<file path="src/rtl/chaos_keystream_xor.sv">
// Chaotic-map keystream cipher: folds float32 state words into key bytes, buffers
// them in a byte FIFO and XORs them onto pixels, optionally with cipher chaining.
module chaos_keystream_xor #(
  parameter int PRECISION = 32,
  parameter int KEY_DEPTH = 16
) (
  input  logic                       clk,
  input  logic                       reset,
  input  logic                       in_valid,
  input  logic [PRECISION-1:0]       x0,
  input  logic [PRECISION-1:0]       x1,
  input  logic [PRECISION-1:0]       x2,
  output logic                       in_ready,
  input  logic                       pix_valid,
  input  logic [7:0]                 pix_data,
  input  logic                       pix_sof,
  input  logic                       pix_last,
  output logic                       pix_ready,
  input  logic                       diffuse_en,
  input  logic [7:0]                 iv,
  output logic                       out_valid,
  output logic [7:0]                 out_data,
  output logic                       out_last,
  input  logic                       out_ready,
  output logic                       overflow,
  output logic [$clog2(KEY_DEPTH):0] key_level
);

  localparam int AW = $clog2(KEY_DEPTH);
  localparam int LW = AW + 1;
  localparam logic [LW-1:0] PUSH_LIMIT = LW'(KEY_DEPTH - 3);

  // Only the mantissa carries usable entropy; sign and exponent are discarded.
  function automatic logic [7:0] key_byte(input logic [22:0] mant);
    return mant[7:0] ^ mant[15:8] ^ {1'b0, mant[22:16]};
  endfunction

  logic [7:0]    key_mem [KEY_DEPTH];
  logic [AW-1:0] wr_ptr_q, wr_ptr_d;
  logic [AW-1:0] rd_ptr_q, rd_ptr_d;
  logic [LW-1:0] level_q, level_d;
  logic          out_valid_q, out_valid_d;
  logic [7:0]    out_data_q, out_data_d;
  logic          out_last_q, out_last_d;
  logic [7:0]    c_prev_q, c_prev_d;
  logic          overflow_q, overflow_d;

  logic          push, drop, pop;
  logic [7:0]    k0, k1, k2, k_pop, chain, cipher;
  logic          unused_exp_bits;

  assign k0 = key_byte(x0[22:0]);
  assign k1 = key_byte(x1[22:0]);
  assign k2 = key_byte(x2[22:0]);
  assign unused_exp_bits = ^{x0[PRECISION-1:23], x1[PRECISION-1:23], x2[PRECISION-1:23]};

  // Both readies look only at registered state, so they never depend on each other.
  assign in_ready  = (level_q <= PUSH_LIMIT);
  assign pix_ready = (level_q != '0) && (!out_valid_q || out_ready);

  assign push = in_valid && in_ready;
  assign drop = in_valid && !in_ready;
  assign pop  = pix_valid && pix_ready;

  assign k_pop  = key_mem[rd_ptr_q];
  assign chain  = diffuse_en ? (pix_sof ? iv : c_prev_q) : 8'h00;
  assign cipher = pix_data ^ k_pop ^ chain;

  always_comb begin
    // NOTE: every next-state signal gets a default first so no path leaves one
    // unassigned, which would otherwise infer a latch.
    wr_ptr_d    = wr_ptr_q;
    rd_ptr_d    = rd_ptr_q;
    level_d     = level_q;
    out_valid_d = out_valid_q;
    out_data_d  = out_data_q;
    out_last_d  = out_last_q;
    c_prev_d    = c_prev_q;
    overflow_d  = overflow_q;

    if (push) begin
      wr_ptr_d = wr_ptr_q + AW'(3);
    end
    if (pop) begin
      rd_ptr_d = rd_ptr_q + AW'(1);
    end
    level_d = level_q + (push ? LW'(3) : LW'(0)) - (pop ? LW'(1) : LW'(0));

    if (pop) begin
      out_valid_d = 1'b1;
      out_data_d  = cipher;
      out_last_d  = pix_last;
      c_prev_d    = cipher;
    end else if (out_ready) begin
      out_valid_d = 1'b0;
    end

    if (drop) begin
      overflow_d = 1'b1;
    end
  end

  always_ff @(posedge clk) begin
    // NOTE: sequential state uses non-blocking assignments so every register
    // samples the pre-edge values regardless of statement order.
    if (reset) begin
      wr_ptr_q    <= '0;
      rd_ptr_q    <= '0;
      level_q     <= '0;
      out_valid_q <= 1'b0;
      out_data_q  <= 8'h00;
      out_last_q  <= 1'b0;
      c_prev_q    <= 8'h00;
      overflow_q  <= 1'b0;
    end else begin
      wr_ptr_q    <= wr_ptr_d;
      rd_ptr_q    <= rd_ptr_d;
      level_q     <= level_d;
      out_valid_q <= out_valid_d;
      out_data_q  <= out_data_d;
      out_last_q  <= out_last_d;
      c_prev_q    <= c_prev_d;
      overflow_q  <= overflow_d;
    end
  end

  // NOTE: the key storage is deliberately not reset; the pointers and level
  // define which entries are valid, so clearing the array buys nothing.
  always_ff @(posedge clk) begin
    if (push) begin
      key_mem[wr_ptr_q]          <= k0;
      key_mem[wr_ptr_q + AW'(1)] <= k1;
      key_mem[wr_ptr_q + AW'(2)] <= k2;
    end
  end

  assign out_valid = out_valid_q;
  assign out_data  = out_data_q;
  assign out_last  = out_last_q;
  assign overflow  = overflow_q;
  assign key_level = level_q;

endmodule
</file>
<file path="config.mk">
export PLATFORM = sky130hd
export DESIGN_NAME = chaos_keystream_xor
export DESIGN_NICKNAME = d
export VERILOG_FILES = /design/src/rtl/chaos_keystream_xor.sv
export SDC_FILE = /design/constraint.sdc
export NUM_CORES = 1
export LEC_CHECK = 0
export ABC_AREA = 1
export CAP_MARGIN = 20
export CORE_ASPECT_RATIO = 1.1
export CORE_MARGIN = 4
export CORE_UTILIZATION = 30
export CTS_BUF_LIST = sky130_fd_sc_hd__clkbuf_4 sky130_fd_sc_hd__clkbuf_8 sky130_fd_sc_hd__clkbuf_16
export CTS_CLUSTER_DIAMETER = 200
export DETAILED_ROUTE_END_ITERATION = 10
export HOLD_SLACK_MARGIN = 0.03
export PLACE_DENSITY = 0.48
export SYNTH_ARGS = -nofsm -noshare
export SYNTH_HDL_FRONTEND = slang
export SYNTH_SLANG_ARGS = --single-unit
</file>
<file path="constraint.sdc">
create_clock -name clk -period 2.7 [get_ports clk]
set_clock_uncertainty 0.1 [all_clocks]
set_input_delay 0.675 -clock clk [delete_from_list [all_inputs] [get_ports clk]]
set_output_delay 0.675 -clock clk [all_outputs]
set_load 0.01 [all_outputs]
</file>
==> metrics.txt <==
status completed; vias in the first global route 10,292; Max IR drop VDD about 0.47 mV; Core ar. around 0.036 mm^2; Switching Fraction 0.393; hold path depth 2; Area Growth Syn to Fin 31.8%; routed length on met2 ~19 mm; Post-Place Cells ~2,300; post-DR vias/cell roughly 4.9; crit end category flip-flop; Max FO, Critical Path 3; power density over the cells 709 mW/mm^2; hold buffer count at CTS 0; Final Hold Viols 0; Tot GR Track Use 0.205; Leak about 6.8 nW; worst hold path type reg -> reg; Die H around 210 um; post-synth top area share 0.347; WL per Instance ~18 um; post-route insts no fill approximately 2,300; Post-Syn Nets 1,750; nets@finish around 1,900; post-route ant nets 0; P_sw slightly above 4 mW; H-tree depth 4; clock share of power 0.240; WP data required between 2000 and 3000 ps; Core Rows 73; min Tclk post-route 2510 ps; # diodes 0; via count between 10,000 and 15,000; fin. max-slew vios 0; Post-route DRC 0; final total power about 10 mW; worst skew pair latency around 430 ps; crit path DAT 2740 ps; Gate Count Post-Synth 1,612; initial antenna violation count 0; CTS max path bufs 2; period utilization 0.929; Starting Density 0.305; Clock transition at path regs ~60 ps; flops & latches, synth about 160; Pre-antenna DRT Iters 5; Syn Std Cell Area 0.0111 mm^2; combinational share of power 0.450; Final GP Congestion 0.830; Max-cap violations 0; TritonCTS buffer count 17; Routed WL about 41 mm; met3 wire length a little under 3 mm; Setup Slack @ Placement -315 ps; WHS 364 ps; # port buffers 110; top sig layer met4; synth top area cells edfxtp_1, nand2_1, nand3_1; Max-slew headroom 0.402; Setup crit start kind input port; WS Path Type in -> reg; clock tree sinks 156; Root Buffer clkbuf_16; layout cells sized above 1 0.129; largest net degree at the start of global routing 65; unrepaired setup endpoints after global routing no; R2R depth 15; post-route met1 wirelength between 15 and 20 mm; Max Clk Rate about 400 MHz; Slew @ Worst Pin 892 ps; Die W between 150 and 200 um; syn_area_per_cell ~6.9 um^2; utilization after layout 0.402; Detail Placement HPWL between 20 and 30 mm; Ports roughly 140; Congestion Overflow GR 0; yosys warns 0; biggest area consumer among synthesized cells edfxtp_1; first-pass GRT wire length ~62 mm; fin worst setup slack approximately 190 ps; die area between 0.04 and 0.05 mm^2; CTS tree yes; setup violators final 0; sequential fraction of the synthesis area 0.397; initial DRC count 947; Reg power frac 0.311; Cell variety after synth 34; Pint between 6 and 7 mW
worst max-delay path, cell delays in order:
cell,delay [ps]
clkdlybuf4s50_1,450
inv_1,40
nand2_1,70
nand3_1,130
inv_1,100
nand2_1,70
nand2_1,70
ha_1,150
inv_1,60
fa_1,440
inv_1,70
a21oi_1,50
o21ai_1,150
a21oi_1,90
o21a_1,110
layer usage:
metal,vias up,GRT usage
met5,-,0
met1,5090,0.273
li1,5457,-
met3,114,0.0371
met4,0,0.0718
met2,431,0.335
final cells by class:
| type | count | area (um^2) |
|---|---|---|
| Clock buffer | 22 | 510 |
| Clock inverter | 10 | 97.6 |
| Fill cell | 3825 | 21700 |
| Inverter | 191 | 717 |
| Multi-Input combinational cell | 1201 | 5760 |
| Sequential cell | 156 | 4410 |
| Tap cell | 487 | 609 |
| Timing Repair Buffer | 219 | 2500 |
path summary, 6_finish.rpt:
kind	start	to	slack [ps]
worst min register to register	out_last	out_last	360
worst max-delay path	out_ready	key_level[4]	190
worst max register to register	key_level[2]	key_level[4]	280
worst min-delay path	out_last	out_last	360
power by group through the flow:
stage                     logic, mW  registers [mW]  clock network, mW
after floorplan                2.53            3.28                  0
after global placement         4.62            3.27                  0
after detailed placement       4.66            3.27                  0
after CTS                      4.66            3.22               2.53
after global routing           5.11            3.26               2.63
final                          4.66            3.22               2.48
per-stage QoR:
| stage | instance area (um^2) | TNS [ps] |
|---|---|---|
| after floorplan | 11100 | -1850 |
| after global placement | 14000 | -13420 |
| after detailed placement | 14000 | -16070 |
| after CTS | 14600 | 0 |
| after global routing | 14600 | 0 |
| final | 14600 | 0 |
sequential cells by signal (all words and copies together), names as in the netlist, named ones only:
signal	cells
rd_ptr_q	4
key_mem	128
out_valid	1
c_prev_q	8
wr_ptr_q	4
key_level	5
overflow	1
out_last	1
synthesized netlist by cell type:
library cell  instances
a21oi_1              21
a21oi_4               1
a31oi_1               2
buf_1                 6
buf_2                 4
buf_4                 2
buf_6                 1
clkbuf_1             51
clkinv_1              2
dfxtp_1              28
edfxtp_1            128
fa_1                  1
ha_1                 17
inv_1               160
inv_2                29
nand2_1             711
nand2_2              20
nand2_4               1
nand3_1             303
nand4_1               1
nor2_1               11
nor2_2               10
nor2_4               16
nor2_8                3
nor3_1                2
nor3b_1               8
o211ai_1              1
o21a_1                1
o21ai_0              11
o21bai_1              1
o311ai_0              2
or2_4                 1
xnor2_1              39
xor2_1               17
cell families (layout without fill, tap and decap cells):
kind of cell,Yosys count,in the layout,share of synthesized area
AOI/OAI and AO/OA,40,40,0.0207
DFF,156,156,0.397
buffers and inverters,255,442,0.0882
xor gates and xnor gates,56,56,0.0442
and+or+nand+nor,1087,1087,0.429
adders and majority gates,18,18,0.0210
repair_timing:
item / 4_1_cts / 5_1_grt
setup endpoints to repair: 2 / 1
pin swaps: 0 / 0
resized for setup: 2 / 2
setup buffers: 0 / 0
cell usage in the layout (no fill, tap or decap), types with 19 or more instances in the layout:
cell type / count
nand2_2: 20
buf_12: 47
inv_2: 29
inv_1: 160
nand3_1: 303
buf_4: 62
clkbuf_16: 19
nand2_1: 711
clkdlybuf4s50_1: 108
a21oi_1: 21
edfxtp_1: 128
xnor2_1: 31
dfxtp_1: 26
Note: power is estimated with default switching activity, not from simulation.
